## config.mk

```make
export PLATFORM = sky130hd
export DESIGN_NAME = gpio_input_filter_flat
export DESIGN_NICKNAME = d
export VERILOG_FILES = /design/src/rtl/gpio_input_filter_if.sv /design/src/rtl/gpio_input_filter.sv /design/src/flat_wrapper.sv
export SDC_FILE = /design/constraint.sdc
export NUM_CORES = 1
export LEC_CHECK = 0
export CORE_UTILIZATION = 60
export DETAILED_ROUTE_END_ITERATION = 8
export GPL_ROUTABILITY_DRIVEN = 0
export PLACE_DENSITY = 0.87
export SKIP_LAST_GASP = 1
export SLEW_MARGIN = 30
export SYNTH_ARGS = -nofsm -noshare
export SYNTH_HDL_FRONTEND = slang
export SYNTH_SLANG_ARGS = --single-unit
```

## constraint.sdc

```tcl
create_clock -name clk -period 4.8 [get_ports clk]
set_input_delay 0.72 -clock clk [delete_from_list [all_inputs] [get_ports clk]]
set_output_delay 0.72 -clock clk [all_outputs]
set_load 0.02 [all_outputs]
```

## src/rtl/gpio_input_filter_if.sv

```systemverilog
// Pad-side and filtered-level signals between the GPIO pad ring and the input filter.
// The master drives pads and configuration; the slave is the filter itself.
interface gpio_input_filter_if #(
    parameter int N_GPIOS = 8,
    parameter int CNT_W   = 8,
    parameter int PRESC_W = 16
);
    logic [N_GPIOS-1:0] pad_i;
    logic [N_GPIOS-1:0] bypass_i;
    logic [PRESC_W-1:0] presc_i;
    logic [CNT_W-1:0]   thresh_i;
    logic [N_GPIOS-1:0] val_o;
    logic [N_GPIOS-1:0] changed_o;

    modport master (
        output pad_i,
        output bypass_i,
        output presc_i,
        output thresh_i,
        input  val_o,
        input  changed_o
    );

    modport slave (
        input  pad_i,
        input  bypass_i,
        input  presc_i,
        input  thresh_i,
        output val_o,
        output changed_o
    );
endinterface

```

## src/rtl/gpio_input_filter.sv

```systemverilog
// Per-pin synchroniser and tick-based debounce feeding the GPIO block's val_i.
// Only the sample-tick prescaler is shared between pins.
module gpio_input_filter #(
    parameter int N_GPIOS     = 8,
    parameter int SYNC_STAGES = 2,
    parameter int CNT_W       = 8,
    parameter int PRESC_W     = 16
) (
    input  logic                clk,
    input  logic                rstn_i,
    gpio_input_filter_if.slave  bus
);

    logic [PRESC_W-1:0] presc_reg;
    logic               tick;

    // Comparing with >= lets a lowered presc_i take effect on the next cycle.
    assign tick = (presc_reg >= bus.presc_i);

    always_ff @(posedge clk or negedge rstn_i) begin
        if (!rstn_i) begin
            presc_reg <= '0;
        end else if (tick) begin
            presc_reg <= '0;
        end else begin
            presc_reg <= presc_reg + 1'b1;
        end
    end

    genvar gi;
    generate
        for (gi = 0; gi < N_GPIOS; gi++) begin : g_pin
            logic [SYNC_STAGES-1:0] sync_reg;
            logic                   s;
            logic [CNT_W-1:0]       cnt_reg;
            logic                   filt_reg;
            logic                   changed_reg;

            assign s = sync_reg[SYNC_STAGES-1];

            always_ff @(posedge clk or negedge rstn_i) begin
                if (!rstn_i) begin
                    sync_reg <= '0;
                end else begin
                    sync_reg <= {sync_reg[SYNC_STAGES-2:0], bus.pad_i[gi]};
                end
            end

            // cnt only increments while below thresh_i, so it cannot wrap.
            always_ff @(posedge clk or negedge rstn_i) begin
                if (!rstn_i) begin
                    cnt_reg     <= '0;
                    filt_reg    <= 1'b0;
                    changed_reg <= 1'b0;
                end else if (bus.bypass_i[gi]) begin
                    filt_reg    <= s;
                    cnt_reg     <= '0;
                    changed_reg <= (s != filt_reg);
                end else if (s == filt_reg) begin
                    cnt_reg     <= '0;
                    changed_reg <= 1'b0;
                end else if (tick) begin
                    if (cnt_reg >= bus.thresh_i) begin
                        filt_reg    <= s;
                        cnt_reg     <= '0;
                        changed_reg <= 1'b1;
                    end else begin
                        cnt_reg     <= cnt_reg + 1'b1;
                        changed_reg <= 1'b0;
                    end
                end else begin
                    changed_reg <= 1'b0;
                end
            end

            assign bus.val_o[gi]     = filt_reg;
            assign bus.changed_o[gi] = changed_reg;
        end
    endgenerate

endmodule

```

## src/flat_wrapper.sv

```systemverilog
// flat-port wrapper written by rule: the top's interface ports become plain ports
module gpio_input_filter_flat 
#(
    parameter int N_GPIOS     = 8,
    parameter int SYNC_STAGES = 2,
    parameter int CNT_W       = 8,
    parameter int PRESC_W     = 16
)
  (clk, rstn_i, bus_pad_i, bus_bypass_i, bus_presc_i, bus_thresh_i, bus_val_o, bus_changed_o);
  gpio_input_filter_if #(.N_GPIOS(N_GPIOS), .CNT_W(CNT_W), .PRESC_W(PRESC_W)) bus_i ();
  input  logic clk;
  input  logic rstn_i;
  input wire logic [$bits(bus_i.pad_i)-1:0] bus_pad_i;
  input wire logic [$bits(bus_i.bypass_i)-1:0] bus_bypass_i;
  input wire logic [$bits(bus_i.presc_i)-1:0] bus_presc_i;
  input wire logic [$bits(bus_i.thresh_i)-1:0] bus_thresh_i;
  output wire logic [$bits(bus_i.val_o)-1:0] bus_val_o;
  output wire logic [$bits(bus_i.changed_o)-1:0] bus_changed_o;
  assign bus_i.pad_i = bus_pad_i;
  assign bus_i.bypass_i = bus_bypass_i;
  assign bus_i.presc_i = bus_presc_i;
  assign bus_i.thresh_i = bus_thresh_i;
  assign bus_val_o = bus_i.val_o;
  assign bus_changed_o = bus_i.changed_o;
  gpio_input_filter #(.N_GPIOS(N_GPIOS), .SYNC_STAGES(SYNC_STAGES), .CNT_W(CNT_W), .PRESC_W(PRESC_W)) u_core (.clk(clk), .rstn_i(rstn_i), .bus(bus_i));
endmodule
```

======== Word level (Yosys, flattened, before mapping) ========
Index checks and enable logic that the tools add are counted.
storage, ports and cells
  flip-flop bits (word level) ............. 112
  bits of input ports ..................... 42
  output and inout bits ................... 16
  logic and storage cells ................. 204
cells by class
  add/sub/neg operators ................... 9
  $lt $le $gt $ge ......................... 9
  eq/ne operators ......................... 24
  muxes and demuxes ....................... 97
  reductions and logical operators ........ 32
operator list
  kind                                                             number
  8-bit 2-to-1 mux                                                 32
  8-bit by 1-bit adder with 8-bit output, second input constant    8
  8-bit greater-or-equal comparator                                8
  1-bit 2-to-1 mux                                                 64
  2-bit nonzero test                                               16
  3-bit AND reduction                                              8
  3-bit nonzero test                                               8
  16-bit by 1-bit adder with 16-bit output, second input constant  1
  16-bit greater-or-equal comparator                               1
  16-bit 2-to-1 mux                                                1
  2-bit != test, second input constant                             8
  1-bit == test                                                    8
  1-bit != test                                                    8

======== Longest topological paths before layout ========
Gate-level depths: netlist (run 1).
  word-level depth ........................ 5
  depth in mapped cells ................... 10

======== Worst setup path before layout (run 1) ========
No wires, ideal clock.
  kind .................................... input -> register
  start ................................... in bus_presc_i[0]
  end ..................................... reg u_core.g_pin[3].filt_reg
  data arrival time ....................... 2.734 ns
  data required time ...................... 4.675 ns
  slack ................................... 1.941 ns
  cell stages on the path ................. 8
  cell sequence ........................... ha_1 > nand2b_1 > a2111o_1 > a311o_2 > or2_1 > buf_2 > o21ai_2 > mux2_2
between the ends
  cells in the longest elaborated chain, start to end .. 3
ends and longest elaborated chain
  element                               line                     text
  start, declared                       flat_wrapper.sv:15       input wire logic [$bits(bus_i.presc_i)-1:0] bus_presc_i;
  16-bit greater-or-equal comparator    gpio_input_filter.sv:18  assign tick = (presc_reg >= bus.presc_i);
  2-bit nonzero test (no source line)   --
  3-bit AND reduction (no source line)  --
  end signal, assigned                  gpio_input_filter.sv:56  filt_reg <= s;
  end signal, assigned                  gpio_input_filter.sv:64  filt_reg <= s;
  end, declared                         gpio_input_filter.sv:36  logic filt_reg;
Every way passes these cells.
A chain may end at the register's enable or synchronous reset.

======== Worst setup path after layout (run 1) ========
  start ................................... in bus_presc_i[13]
  end ..................................... reg u_core.g_pin[4].cnt_reg[5]
between the ends
  cells in the longest elaborated chain, start to end .. 2
ends and longest elaborated chain
  element                              line                     text
  16-bit greater-or-equal comparator   gpio_input_filter.sv:18
  3-bit nonzero test (no source line)  --
  end signal, assigned                 gpio_input_filter.sv:68  cnt_reg <= cnt_reg + 1'b1;
  end, declared                        gpio_input_filter.sv:35  logic [CNT_W-1:0] cnt_reg;
Every way passes these cells.

==> results of run 1 <==
==> synthesized netlist by cell type, drive strengths merged (11+ instances only) <==
master and instances:
or2 18, dfrtp 112, inv 49, a21oi 64
nand4 11, or4 26, and3 13, buf 22
ha 89, o211ai 18, nand2 75, xnor2 14
xor2 16, o22ai 14, nand3 30, nor2 67
o21ai 61, nor3 18
==> logic make-up (layout without fill, tap and decap cells) <==
kind of cell | count (synthesis) | count (layout) | synth area share
AND/OR/NAND/NOR | 284 | 284 | 0.205
AO/OA/AOI/OAI | 199 | 199 | 0.167
flip-flops | 112 | 112 | 0.378
adder cells (fa/ha/maj) | 89 | 89 | 0.150
buffers and inverters | 78 | 135 | 0.0515
XOR/XNOR | 30 | 30 | 0.0355
multiplexers | 8 | 8 | 0.0122
==> stage by stage <==
step / instance area, sq um / util / instances / hold WS, ns
floorplan: 7410 / - / 800 / 0.331
global placement: 8060 / 0.671 / 988 / 0.333
detailed placement: 8060 / 0.671 / 988 / 0.336
CTS: 8330 / 0.693 / 1004 / 0.351
global route: 8330 / 0.693 / 1004 / 0.354
finish: 8330 / 0.693 / 1004 / 0.349
==> per-layer routing <==
layer / GRT usage / vias up
met1: 0.341 / 2949
met3: 0.0627 / 35
met2: 0.460 / 180
li1: - / 3000
met4: 0.118 / 0
met5: 0 / -
==> report_power, final <==
group | leakage, nW | internal (mW) | switching [mW]
Clock | 0.126 | 0.352 | 0.351
Combinational | 2.10 | 0.263 | 0.387
Sequential | 1.49 | 1.03 | 0.0925
Total | 3.72 | 1.64 | 0.831
==> path summary, 6_finish.rpt <==
path,end,slack (ns),start
setup / recovery,u_core.g_pin[4].cnt_reg[5],1.21,bus_presc_i[13]
max in group asynchronous,u_core.presc_reg[7],3.47,rstn_i
setup reg to reg,u_core.g_pin[6].cnt_reg[2],1.61,u_core.presc_reg[0]
hold reg to reg,u_core.g_pin[4].sync_reg[1],0.35,u_core.g_pin[4].sync_reg[0]
hold / removal,u_core.g_pin[4].sync_reg[1],0.35,u_core.g_pin[4].sync_reg[0]
min in group asynchronous,u_core.g_pin[4].filt_reg,0.41,rstn_i
==> placed cells by master (no fill, tap or decap), types with 4 or more instances in the layout <==
cell type                         instances
sky130_fd_sc_hd__dfrtp_1                112
sky130_fd_sc_hd__ha_1                    89
sky130_fd_sc_hd__nand2_1                 75
sky130_fd_sc_hd__a21oi_1                 63
sky130_fd_sc_hd__nor2_1                  60
sky130_fd_sc_hd__clkdlybuf4s50_1         56
sky130_fd_sc_hd__o21ai_0                 53
sky130_fd_sc_hd__inv_1                   49
sky130_fd_sc_hd__nand3_1                 30
sky130_fd_sc_hd__or4_1                   26
sky130_fd_sc_hd__nor3_1                  18
sky130_fd_sc_hd__o211ai_1                18
sky130_fd_sc_hd__or2_2                   17
sky130_fd_sc_hd__xor2_1                  16
sky130_fd_sc_hd__xnor2_1                 14
sky130_fd_sc_hd__and3_1                  13
sky130_fd_sc_hd__o22ai_1                 13
sky130_fd_sc_hd__buf_4                   12
sky130_fd_sc_hd__nand4_1                 10
sky130_fd_sc_hd__or3_1                   10
sky130_fd_sc_hd__a32o_1                  10
sky130_fd_sc_hd__clkbuf_16                9
sky130_fd_sc_hd__a211oi_1                 8
sky130_fd_sc_hd__nor3b_1                  8
sky130_fd_sc_hd__mux2_2                   8
sky130_fd_sc_hd__nor2_8                   6
sky130_fd_sc_hd__a22o_1                   5
sky130_fd_sc_hd__nand2b_1                 4
sky130_fd_sc_hd__o21ai_2                  4
sky130_fd_sc_hd__a22oi_1                  4
sky130_fd_sc_hd__o21ai_1                  4
==> cell type report <==
cell class | instances | area (sq um) | share of cell area
multi-input cells | 610 | 4220 | 0.507
flip-flops and latches | 112 | 2800 | 0.337
repair buffers | 69 | 662 | 0.0795
clock buffers | 11 | 233 | 0.0280
inverters | 50 | 188 | 0.0225
well taps | 147 | 184 | 0.0221
clock inverters | 5 | 33.8 | 0.00406
==> results by group, run 1 <==
Outcome
  – Result of the run: finished, final reports clean

Logic synthesis
  – Count of flip-flops with a built-in enable after synthesis: 0
  – Cell accounting for the most synthesized area: sky130_fd_sc_hd__dfrtp_1
  – Yosys warnings: 0
  – Share of synthesized area occupied by flip-flops and latches: 0.378
  – Primary flip-flop cell chosen by synthesis mapping: sky130_fd_sc_hd__dfrtp_1
  – Fraction of synthesized cell area taken by the top area cell type: 0.378
  – Post-synthesis cell area: 7410 sq um
  – Number of distinct library cells after synthesis: 50
  – Flip-flop and latch count after synthesis: 112
  – Synthesized netlist net count: 931
  – Avg Inst Size Synth: 9.26 sq um
  – Share of flip-flops with an asynchronous set or reset after synthesis: 1.00
  – Main area contributors after synthesis: sky130_fd_sc_hd__dfrtp_1 (38%), sky130_fd_sc_hd__ha_1 (15%), sky130_fd_sc_hd__a21oi_1 (4.3%)
  – Count of mapped cells out of synthesis: 800

CTS
  – Number of hold buffers added after CTS: 0
  – CTS tree: built
  – Clock latency of the later-clocked register in the worst-skew pair: 0.36 ns
  – Post CTS Setup Buffer Count: 0
  – CTS Buf Count: 9
  – Clock-pin slew of the registers on the worst-case setup and hold paths: 0.07 ns
  – Count of cells resized by post-cts repair: 0
  – CTS sink count: 112
  – Library cell used as clock root buffer: sky130_fd_sc_hd__clkbuf_16
  – Htree depth: 3
  – Maximum clock insertion buffer count: 2

Worst setup path
  – Crit path max fanout: 16
  – Cell type group with the largest total delay on the critical path: simple AND/OR/NAND/NOR gates
  – Buffer and inverter count on the worst path: 2
  – Number of logic stages on the critical path including buffering: 9
  – Element type at the critical path end: flip-flop
  – Peak per-stage delay on the critical path: 0.57 ns
  – Required arrival time at the worst endpoint: 5.06 ns
  – Standard cell with the maximum stage delay on the critical path: sky130_fd_sc_hd__a311o_2
  – Kind of launch point of the worst setup path: primary input
  – Path type of the worst setup path: in -> reg
  – Ordered list of cells on the worst path: clkdlybuf4s50_1 > inv_1 > ha_1 > nand4_2 > nor4_1 > a311o_2 > o21ai_1 > or4_1 > o21ai_0
  – Reg2Reg Depth: 8
  – Data arrival at the endpoint of the critical path: 3.85 ns

Routing
  – Post-detailed-routing wire length: 16.2 mm
  – Number of remaining DRC errors: 0
  – DRT met1 WL: 7.11 mm
  – Met3 wire length: 912 um
  – Number of detailed-route iterations in the first pass: 4
  – Met2 wirelength from detailed routing: 7.80 mm
  – Average via count per standard cell: 6.14
  – Via count of the routed design: 6164
  – DRC marker count from the first detailed-route iteration: 410
  – Antenna violation net count after detailed routing: 0
  – Average wire length per cell after detail routing: 16.2 um
  – Top layer used by detailed routing: met4

GRT
  – Number of global-route vias before repair: 6107
  – Wire length of the first global-routing pass: 27.8 mm
  – Grt ovf: 0
  – Initial antenna violation count: 0
  – Pin count of the biggest net entering global routing: 82
  – GRT Resource Usage Total: 0.274

Timing
  – Clock Skew: 0.00877 ns
  – Setup ws final: 1.21 ns
  – Top achievable clock speed: 278 MHz
  – Final worst-path cycle share: 0.749
  – Worst Max-Slew Pin Slew: 0.771 ns
  – Post-route minimum period: 3.59 ns
  – Setup repair after global routing missed its margin: no
  – Number of endpoints with negative hold slack in the final report: 0
  – Number of setup violations in the final report: 0
  – Worst slew margin relative to its limit: 0.484
  – Number of pins exceeding their max-slew limit in the final report: 0
  – Summed negative setup slack over all endpoints: 0 ns

Min path
  – Min-Delay Path Depth: 0
  – Worst min-delay path class: reg -> reg

Power and ir drop
  – Leakage: 3.72 nW
  – Power Density: 297 nW/um^2
  – Post-layout power: 2.47 mW
  – Maximum ir drop on the vdd rail: 210 uV

Cells and area
  – Number of nets at the end of the flow: 983
  – Number of flip-flops under the largest register name: 64
  – Number of filler instances in the final layout: 913
  – Syn-to-layout area delta: 12.4%
  – Layout cell share with drive strength beyond 1: 0.0793
  – Number of inserted diodes: 0

Run
  – Max cap viols: 0

Floorplanning
  – Die Outline Area: 12800 sq um
  – Height of the die: 113 um
  – Cell row count: 40
  – Horiz. Die Dim: 113 um
  – Core region area: 12000 sq um
  – Initial core utilization: 0.617
  – Number of primary I/O pins: 58

Placement
  – Worst Setup Slack post-DPL: 0.892 ns
  – Number of buffers inserted by port buffering: 57
  – DP Wirelength: 11.4 mm
Note: power is estimated with default switching activity, not from simulation.
==> run 2, diff against run 1 <==
--- a/config.mk
+++ b/config.mk
@@ -5,10 +5,10 @@
 export SDC_FILE = /design/constraint.sdc
 export NUM_CORES = 1
 export LEC_CHECK = 0
-export CORE_UTILIZATION = 60
+export CORE_UTILIZATION = 54
 export DETAILED_ROUTE_END_ITERATION = 8
 export GPL_ROUTABILITY_DRIVEN = 0
-export PLACE_DENSITY = 0.87
+export PLACE_DENSITY = 0.83
 export SKIP_LAST_GASP = 1
 export SLEW_MARGIN = 30
 export SYNTH_ARGS = -nofsm -noshare
==> constraint.sdc (replaced) <==
create_clock -name clk -period 2.9 [get_ports clk]
set_input_delay 0.435 -clock clk [delete_from_list [all_inputs] [get_ports clk]]
set_output_delay 0.435 -clock clk [all_outputs]
set_load 0.02 [all_outputs]
==> run 2 against run 1 <==
Net effect:
- critical path depth up 2
- sequential share of layout area is 2.0 points lower
- core utilization shrank 2.6 points
- cell count increased by 8.3%
- critical path type unchanged
==> results by group, run 2 (synthesized netlist as in run 1, its figures left out) <==
Cells and area
  – Storage element area: 2800 sq um (unchanged)
  – Most common cell after layout, fill and taps aside: sky130_fd_sc_hd__dfrtp_1
  – Post-route non-filler standard cell count: 1087 (+8.3%)
  – Combined area of the multi-input logic cells: 4220 sq um (unchanged)
  – Layout cell share with drive strength beyond 1: 0.136 (+0.0568)
  – Highest-count cells in the layout ignoring fill and taps: sky130_fd_sc_hd__dfrtp_1 (112), sky130_fd_sc_hd__ha_1 (89), sky130_fd_sc_hd__nand2_1 (75), sky130_fd_sc_hd__a21oi_1 (63), sky130_fd_sc_hd__buf_4 (61)
  – Number of nets at the end of the flow: 1037 (+5.5%)
  – Non-Filler Cell Area, Final: 8860 sq um (+6.5%)
  – Number of flip-flops under the largest register name: 64 (unchanged)
  – Syn-to-layout area delta: 19.7%
  – Final Core Density: 0.667 (-0.0264)
  – Number of inserted diodes: 0 (unchanged)
  – Number of filler instances in the final layout: 1070 (+17%)

GRT
  – Number of global-route vias before repair: 6238 (+2.1%)
  – Wire length of the first global-routing pass: 29.1 mm (+4.7%)
  – Pin count of the biggest net entering global routing: 66 (-20%)
  – Initial antenna violation count: 0 (unchanged)
  – GRT Resource Usage Total: 0.256 (-0.0187)
  – Grt ovf: 0 (unchanged)

Timing
  – Top achievable clock speed: 375 MHz
  – Worst slew margin relative to its limit: 0.425 (-0.0581)
  – Post-route minimum period: 2.67 ns
  – Setup repair after global routing missed its margin: no
  – Final worst-path cycle share: 0.920
  – Summed negative setup slack over all endpoints: 0 ns (unchanged)
  – Number of pins exceeding their max-slew limit in the final report: 0 (unchanged)
  – Number of endpoints with negative hold slack in the final report: 0 (unchanged)
  – Worst Max-Slew Pin Slew: 0.856 ns (+0.0843 ns)
  – Number of setup violations in the final report: 0 (unchanged)
  – Clock Skew: 0.0101 ns (+0.00138 ns)

Power and ir drop
  – Leakage: 4.02 nW (+8.1%)
  – Maximum ir drop on the vdd rail: 349 uV (+66%)
  – Power Density: 486 nW/um^2 (+64%)

Worst setup path
  – Crit path max fanout: 18 (+2)
  – Worst r2r src: u_core.presc_reg[0]
  – Peak per-stage delay on the critical path: 0.46 ns (-0.11 ns)
  – Worst flop-to-flop path endpoint: u_core.g_pin[2].cnt_reg[5]
  – Cell type group with the largest total delay on the critical path: simple AND/OR/NAND/NOR gates
  – Kind of launch point of the worst setup path: primary input
  – Ordered list of cells on the worst path: clkdlybuf4s50_1 > inv_1 > ha_1 > nand4_2 > nor4_1 > a311o_2 > buf_12 > o21ai_1 > buf_4 > or4_1 > o21ai_0
  – Buffer and inverter count on the worst path: 4 (+2)
  – Reg2Reg Depth: 11 (+3)
  – Element type at the critical path end: flip-flop
  – Data arrival at the endpoint of the critical path: 2.95 ns (-0.90 ns)
  – Path type of the worst setup path: in -> reg
  – Standard cell with the maximum stage delay on the critical path: sky130_fd_sc_hd__clkdlybuf4s50_1
  – Required arrival time at the worst endpoint: 3.18 ns (-1.88 ns)
  – Setup slack, reg-to-reg: 0.25 ns (-1.36 ns)

Run
  – Max cap viols: 0 (unchanged)

Outcome
  – Result of the run: finished, final reports clean

CTS
  – Count of cells resized by post-cts repair: 0 (unchanged)
  – Htree depth: 3 (unchanged)
  – CTS Buf Count: 9 (unchanged)
  – Clock-pin slew of the registers on the worst-case setup and hold paths: 0.07 ns (about the same)
  – Clock latency of the later-clocked register in the worst-skew pair: 0.37 ns (about the same)
  – Number of hold buffers added after CTS: 0 (unchanged)
  – CTS tree: built
  – Post CTS Setup Buffer Count: 0 (unchanged)
  – Maximum clock insertion buffer count: 2 (unchanged)
  – Library cell used as clock root buffer: sky130_fd_sc_hd__clkbuf_16
  – CTS sink count: 112 (unchanged)

Floorplanning
  – Cell row count: 42 (+5.0%)
  – Initial core utilization: 0.557 (-0.0595)
  – Number of primary I/O pins: 58 (unchanged)
  – Die Outline Area: 14200 sq um (+11%)
  – Height of the die: 119 um (+5.3%)
  – Horiz. Die Dim: 119 um (+5.3%)
  – Core region area: 13300 sq um (+11%)

Placement
  – Placement-stage cell area: 8570 sq um (+6.4%)
  – DP Wirelength: 12.5 mm (+9.7%)
  – Number of buffers inserted by port buffering: 57 (unchanged)
  – Placed instance count: 1071 (+8.4%)

Routing
  – Number of detailed-route iterations in the first pass: 5 (+1)
  – Average wire length per cell after detail routing: 15.6 um (-3.5%)
  – Average via count per standard cell: 5.84 (-4.9%)
  – Antenna violation net count after detailed routing: 0 (unchanged)
  – DRC marker count from the first detailed-route iteration: 457 (+11%)
  – Via count of the routed design: 6344 (+2.9%)
  – Post-detailed-routing wire length: 16.9 mm (+4.5%)
  – Number of remaining DRC errors: 0 (unchanged)

Min path
  – Worst min-delay path class: in -> async
-- run 2: cell types whose count changed in the layout (fill, tap and decap cells not counted), sizes merged --
cell,previous run,this run
clkbuf,11,12
buf,13,67
inv,49,50
clkinv,4,3
clkinvlp,2,1
-- run 2: final cells by class --
cell class,count,share of cell area
Multi-Input combinational cell,610,0.476
Sequential cell,112,0.316
Timing Repair Buffer,123,0.128
Clock buffer,12,0.0301
Tap cell,176,0.0248
Inverter,50,0.0212
Clock inverter,4,0.00296
-- run 2: worst register-to-register path, cell delays in order (launching register included) --
cell and delay [ns]:
sky130_fd_sc_hd__dfrtp_1 0.42, sky130_fd_sc_hd__inv_1 0.07, sky130_fd_sc_hd__ha_1 0.27, sky130_fd_sc_hd__nand2b_1 0.14
sky130_fd_sc_hd__a2111o_1 0.41, sky130_fd_sc_hd__a311o_2 0.42, sky130_fd_sc_hd__buf_12 0.17, sky130_fd_sc_hd__buf_4 0.17
sky130_fd_sc_hd__nor2_8 0.12, sky130_fd_sc_hd__buf_4 0.14, sky130_fd_sc_hd__a21oi_1 0.04, sky130_fd_sc_hd__o21ai_0 0.18
-- run 2: worst max-delay path by stage --
stage,endpoint,cells past startpoint,start,slack (ns)
global placement,u_core.g_pin[6].cnt_reg[4],10,bus_thresh_i[5],-0.08
detailed placement,u_core.g_pin[2].cnt_reg[5],11,bus_presc_i[15],-0.13
floorplan,u_core.g_pin[3].filt_reg,8,bus_presc_i[0],0.33
CTS,u_core.g_pin[2].cnt_reg[5],11,u_core.presc_reg[0],0.24
finish,u_core.g_pin[2].cnt_reg[4],11,bus_presc_i[15],0.23
global route,u_core.g_pin[1].cnt_reg[3],10,bus_thresh_i[5],0.11
-- run 2: metrics by stage --
| step | power, mW | hold WS (ns) | setup slack (ns) |
|---|---|---|---|
| finish | 4.31 | 0.153 | 0.232 |
| CTS | 4.33 | 0.191 | 0.235 |
| detailed placement | 3.09 | 0.335 | -0.133 |
| global route | 4.56 | 0.239 | 0.108 |
| global placement | 3.04 | 0.333 | -0.0810 |
| floorplan | 2.60 | 0.139 | 0.326 |
-- run 2: per-layer routing --
metal / routed length, um / global-route usage / share of wire / up-vias
li1: - / - / - / 3095
met1: 7540 / 0.320 / 0.44 / 3035
met2: 8090 / 0.426 / 0.48 / 172
met3: 902 / 0.0608 / 0.053 / 42
met4: 420 / 0.0981 / 0.025 / 0
met5: 0 / 0 / 0 / -
-- run 2: power by group --
part / leakage, nW / switching [mW] / internal (mW)
Sequential: 1.49 / 0.158 / 1.70
Clock: 0.145 / 0.583 / 0.654
Combinational: 2.38 / 0.665 / 0.547
==> run 3, diff against run 2 <==
--- a/config.mk
+++ b/config.mk
@@ -5,6 +5,7 @@
 export SDC_FILE = /design/constraint.sdc
 export NUM_CORES = 1
 export LEC_CHECK = 0
+export CORE_MARGIN = 10
 export CORE_UTILIZATION = 54
 export DETAILED_ROUTE_END_ITERATION = 8
 export GPL_ROUTABILITY_DRIVEN = 0
==> run 3 against run 2 <==
Net effect:
- wire length grew 4.7%
- non-clock buffer count grew 2
- via count rose by 1.7%
- sequential share of layout area hardly changed
- die area is 33% higher
- largest cell class unchanged
==> results by group, run 3 (synthesized netlist as in run 1, its figures left out) <==
Routing
  – Number of remaining DRC errors: 0 (unchanged)
  – Average wire length per cell after detail routing: 16.3 um (+4.5%)
  – DRC marker count from the first detailed-route iteration: 436 (-4.6%)
  – Via count of the routed design: 6452 (+1.7%)
  – Post-detailed-routing wire length: 17.7 mm (+4.7%)
  – Number of detailed-route iterations in the first pass: 5 (unchanged)
  – Antenna violation net count after detailed routing: 0 (unchanged)
  – Average via count per standard cell: 5.92 (+1.5%)

CTS
  – Library cell used as clock root buffer: sky130_fd_sc_hd__clkbuf_16
  – CTS sink count: 112 (unchanged)
  – Clock latency of the later-clocked register in the worst-skew pair: 0.36 ns (about the same)
  – Count of cells resized by post-cts repair: 0 (unchanged)
  – Post CTS Setup Buffer Count: 0 (unchanged)
  – Clock-pin slew of the registers on the worst-case setup and hold paths: 0.08 ns (about the same)
  – CTS Buf Count: 9 (unchanged)
  – Number of hold buffers added after CTS: 0 (unchanged)
  – CTS tree: built
  – Maximum clock insertion buffer count: 2 (unchanged)
  – Htree depth: 3 (unchanged)

Placement
  – Placed instance count: 1073 (+0.19%)
  – Number of buffers inserted by port buffering: 57 (unchanged)
  – DP Wirelength: 12.9 mm (+3.2%)

Min path
  – Worst min-delay path class: in -> async

Cells and area
  – Number of inserted diodes: 0 (unchanged)
  – Number of flip-flops under the largest register name: 64 (unchanged)
  – Most common cell after layout, fill and taps aside: sky130_fd_sc_hd__dfrtp_1
  – Number of filler instances in the final layout: 1076 (+0.56%)
  – Post-route non-filler standard cell count: 1089 (+0.18%)
  – Syn-to-layout area delta: 19.6% (about the same)
  – Layout cell share with drive strength beyond 1: 0.138 (+0.00189)
  – Number of nets at the end of the flow: 1039 (+0.19%)
  – Combined area of the multi-input logic cells: 4220 sq um (unchanged)
  – Storage element area: 2800 sq um (unchanged)
  – Highest-count cells in the layout ignoring fill and taps: sky130_fd_sc_hd__dfrtp_1 (112), sky130_fd_sc_hd__ha_1 (89), sky130_fd_sc_hd__nand2_1 (75), sky130_fd_sc_hd__buf_4 (66), sky130_fd_sc_hd__a21oi_1 (63)

Floorplanning
  – Height of the die: 137 um (+15%)
  – Initial core utilization: 0.555 (-0.00219)
  – Cell row count: 42 (unchanged)
  – Number of primary I/O pins: 58 (unchanged)
  – Core region area: 13300 sq um (+0.39%)
  – Die Outline Area: 18800 sq um (+33%)
  – Horiz. Die Dim: 137 um (+15%)

Timing
  – Setup repair after global routing missed its margin: no
  – Clock Skew: 0.00871 ns (-0.00144 ns)
  – Worst slew margin relative to its limit: 0.439 (+0.0135)
  – Final worst-path cycle share: 0.919 (about the same)
  – Number of endpoints with negative hold slack in the final report: 0 (unchanged)
  – WHS: 0.0518 ns (-0.101 ns)
  – Number of pins exceeding their max-slew limit in the final report: 0 (unchanged)
  – Top achievable clock speed: 375 MHz (about the same)
  – Number of setup violations in the final report: 0 (unchanged)
  – Post-route minimum period: 2.67 ns (-0.00239 ns)
  – Worst Max-Slew Pin Slew: 0.836 ns (-0.0200 ns)

GRT
  – Initial antenna violation count: 0 (unchanged)
  – Pin count of the biggest net entering global routing: 73 (+11%)
  – GRT Resource Usage Total: 0.196 (-0.0596)
  – Number of global-route vias before repair: 6481 (+3.9%)
  – Wire length of the first global-routing pass: 30.1 mm (+3.4%)
  – Grt ovf: 0 (unchanged)

Power and ir drop
  – Power Density: 493 nW/um^2 (+1.5%)
  – Maximum ir drop on the vdd rail: 281 uV (-19%)
  – Leakage: 4.02 nW (about the same)

Worst setup path
  – Crit path max fanout: 10 (-8)
  – Setup slack, reg-to-reg: 0.29 ns (+0.04 ns)
  – Required arrival time at the worst endpoint: 3.18 ns (about the same)
  – Kind of launch point of the worst setup path: primary input
  – Path type of the worst setup path: in -> reg
  – Data arrival at the endpoint of the critical path: 2.95 ns (about the same)
  – Worst r2r src: u_core.presc_reg[0]
  – Element type at the critical path end: flip-flop
  – Reg2Reg Depth: 10 (-1)
  – Worst flop-to-flop path endpoint: u_core.g_pin[3].cnt_reg[6]

Outcome
  – Result of the run: finished, final reports clean

Run
  – Max cap viols: 0 (unchanged)
-- run 3: cell types whose count changed in the layout (fill, tap and decap cells not counted), sizes merged --
cell	change
buf	+2
bufinv	+1
clkbuf	-1
clkinvlp	+1
inv	-1
-- run 3: routing by layer --
metal,global-route usage,part of all wire,up-vias
met2,0.331,0.48,191
met5,0,0,-
met4,0.0831,0.021,0
met1,0.239,0.44,3101
li1,-,-,3130
met3,0.0378,0.054,30
-- run 3: worst max-delay path by stage --
stage,slack [ns],cells past startpoint,to,from
after floorplan,0.33,8,u_core.g_pin[3].filt_reg,bus_presc_i[0]
after detailed placement,-0.13,11,u_core.g_pin[5].cnt_reg[6],bus_presc_i[15]
after global placement,-0.07,9,u_core.g_pin[4].cnt_reg[0],bus_presc_i[0]
after global routing,0.05,10,u_core.g_pin[6].cnt_reg[0],bus_thresh_i[5]
final,0.23,11,u_core.g_pin[5].cnt_reg[6],bus_presc_i[15]
after CTS,0.26,11,u_core.g_pin[5].cnt_reg[6],bus_presc_i[15]
-- run 3: power breakdown --
group / internal, mW / total [mW] / switching [mW]
clock: 0.715 / 1.30 / 0.589
combinational: 0.544 / 1.21 / 0.666
sequential: 1.70 / 1.85 / 0.153
-- run 3: through the flow --
stage               total power, mW  TNS [ns]  instance area [sq um]  utilization  setup WS, ns
floorplan                      2.60         0                   7410            -         0.326
global placement               3.04     -2.37                   8550        0.641       -0.0709
detailed placement             3.08     -4.52                   8550        0.641        -0.126
CTS                            4.39         0                   8860        0.664         0.255
global route                   4.62         0                   8860        0.664        0.0528
finish                         4.37         0                   8860        0.664         0.235
-- run 3: area by class of cell --
| type | instances | share of cell area |
|---|---|---|
| clock buffers | 11 | 0.0285 |
| clock inverters | 5 | 0.00622 |
| inverters | 50 | 0.0212 |
| multi-input cells | 610 | 0.477 |
| flip-flops and latches | 112 | 0.316 |
| well taps | 176 | 0.0249 |
| repair buffers | 125 | 0.126 |
-- run 3: worst max-delay path: stages --
cell and delay, ns:
sky130_fd_sc_hd__clkdlybuf4s50_1 0.46, sky130_fd_sc_hd__inv_1 0.05, sky130_fd_sc_hd__ha_1 0.31, sky130_fd_sc_hd__nand4_2 0.17
sky130_fd_sc_hd__nor4_1 0.31, sky130_fd_sc_hd__a311o_2 0.20, sky130_fd_sc_hd__buf_12 0.15, sky130_fd_sc_hd__buf_4 0.17
sky130_fd_sc_hd__o21ai_2 0.11, sky130_fd_sc_hd__or4_1 0.47, sky130_fd_sc_hd__o21ai_0 0.09
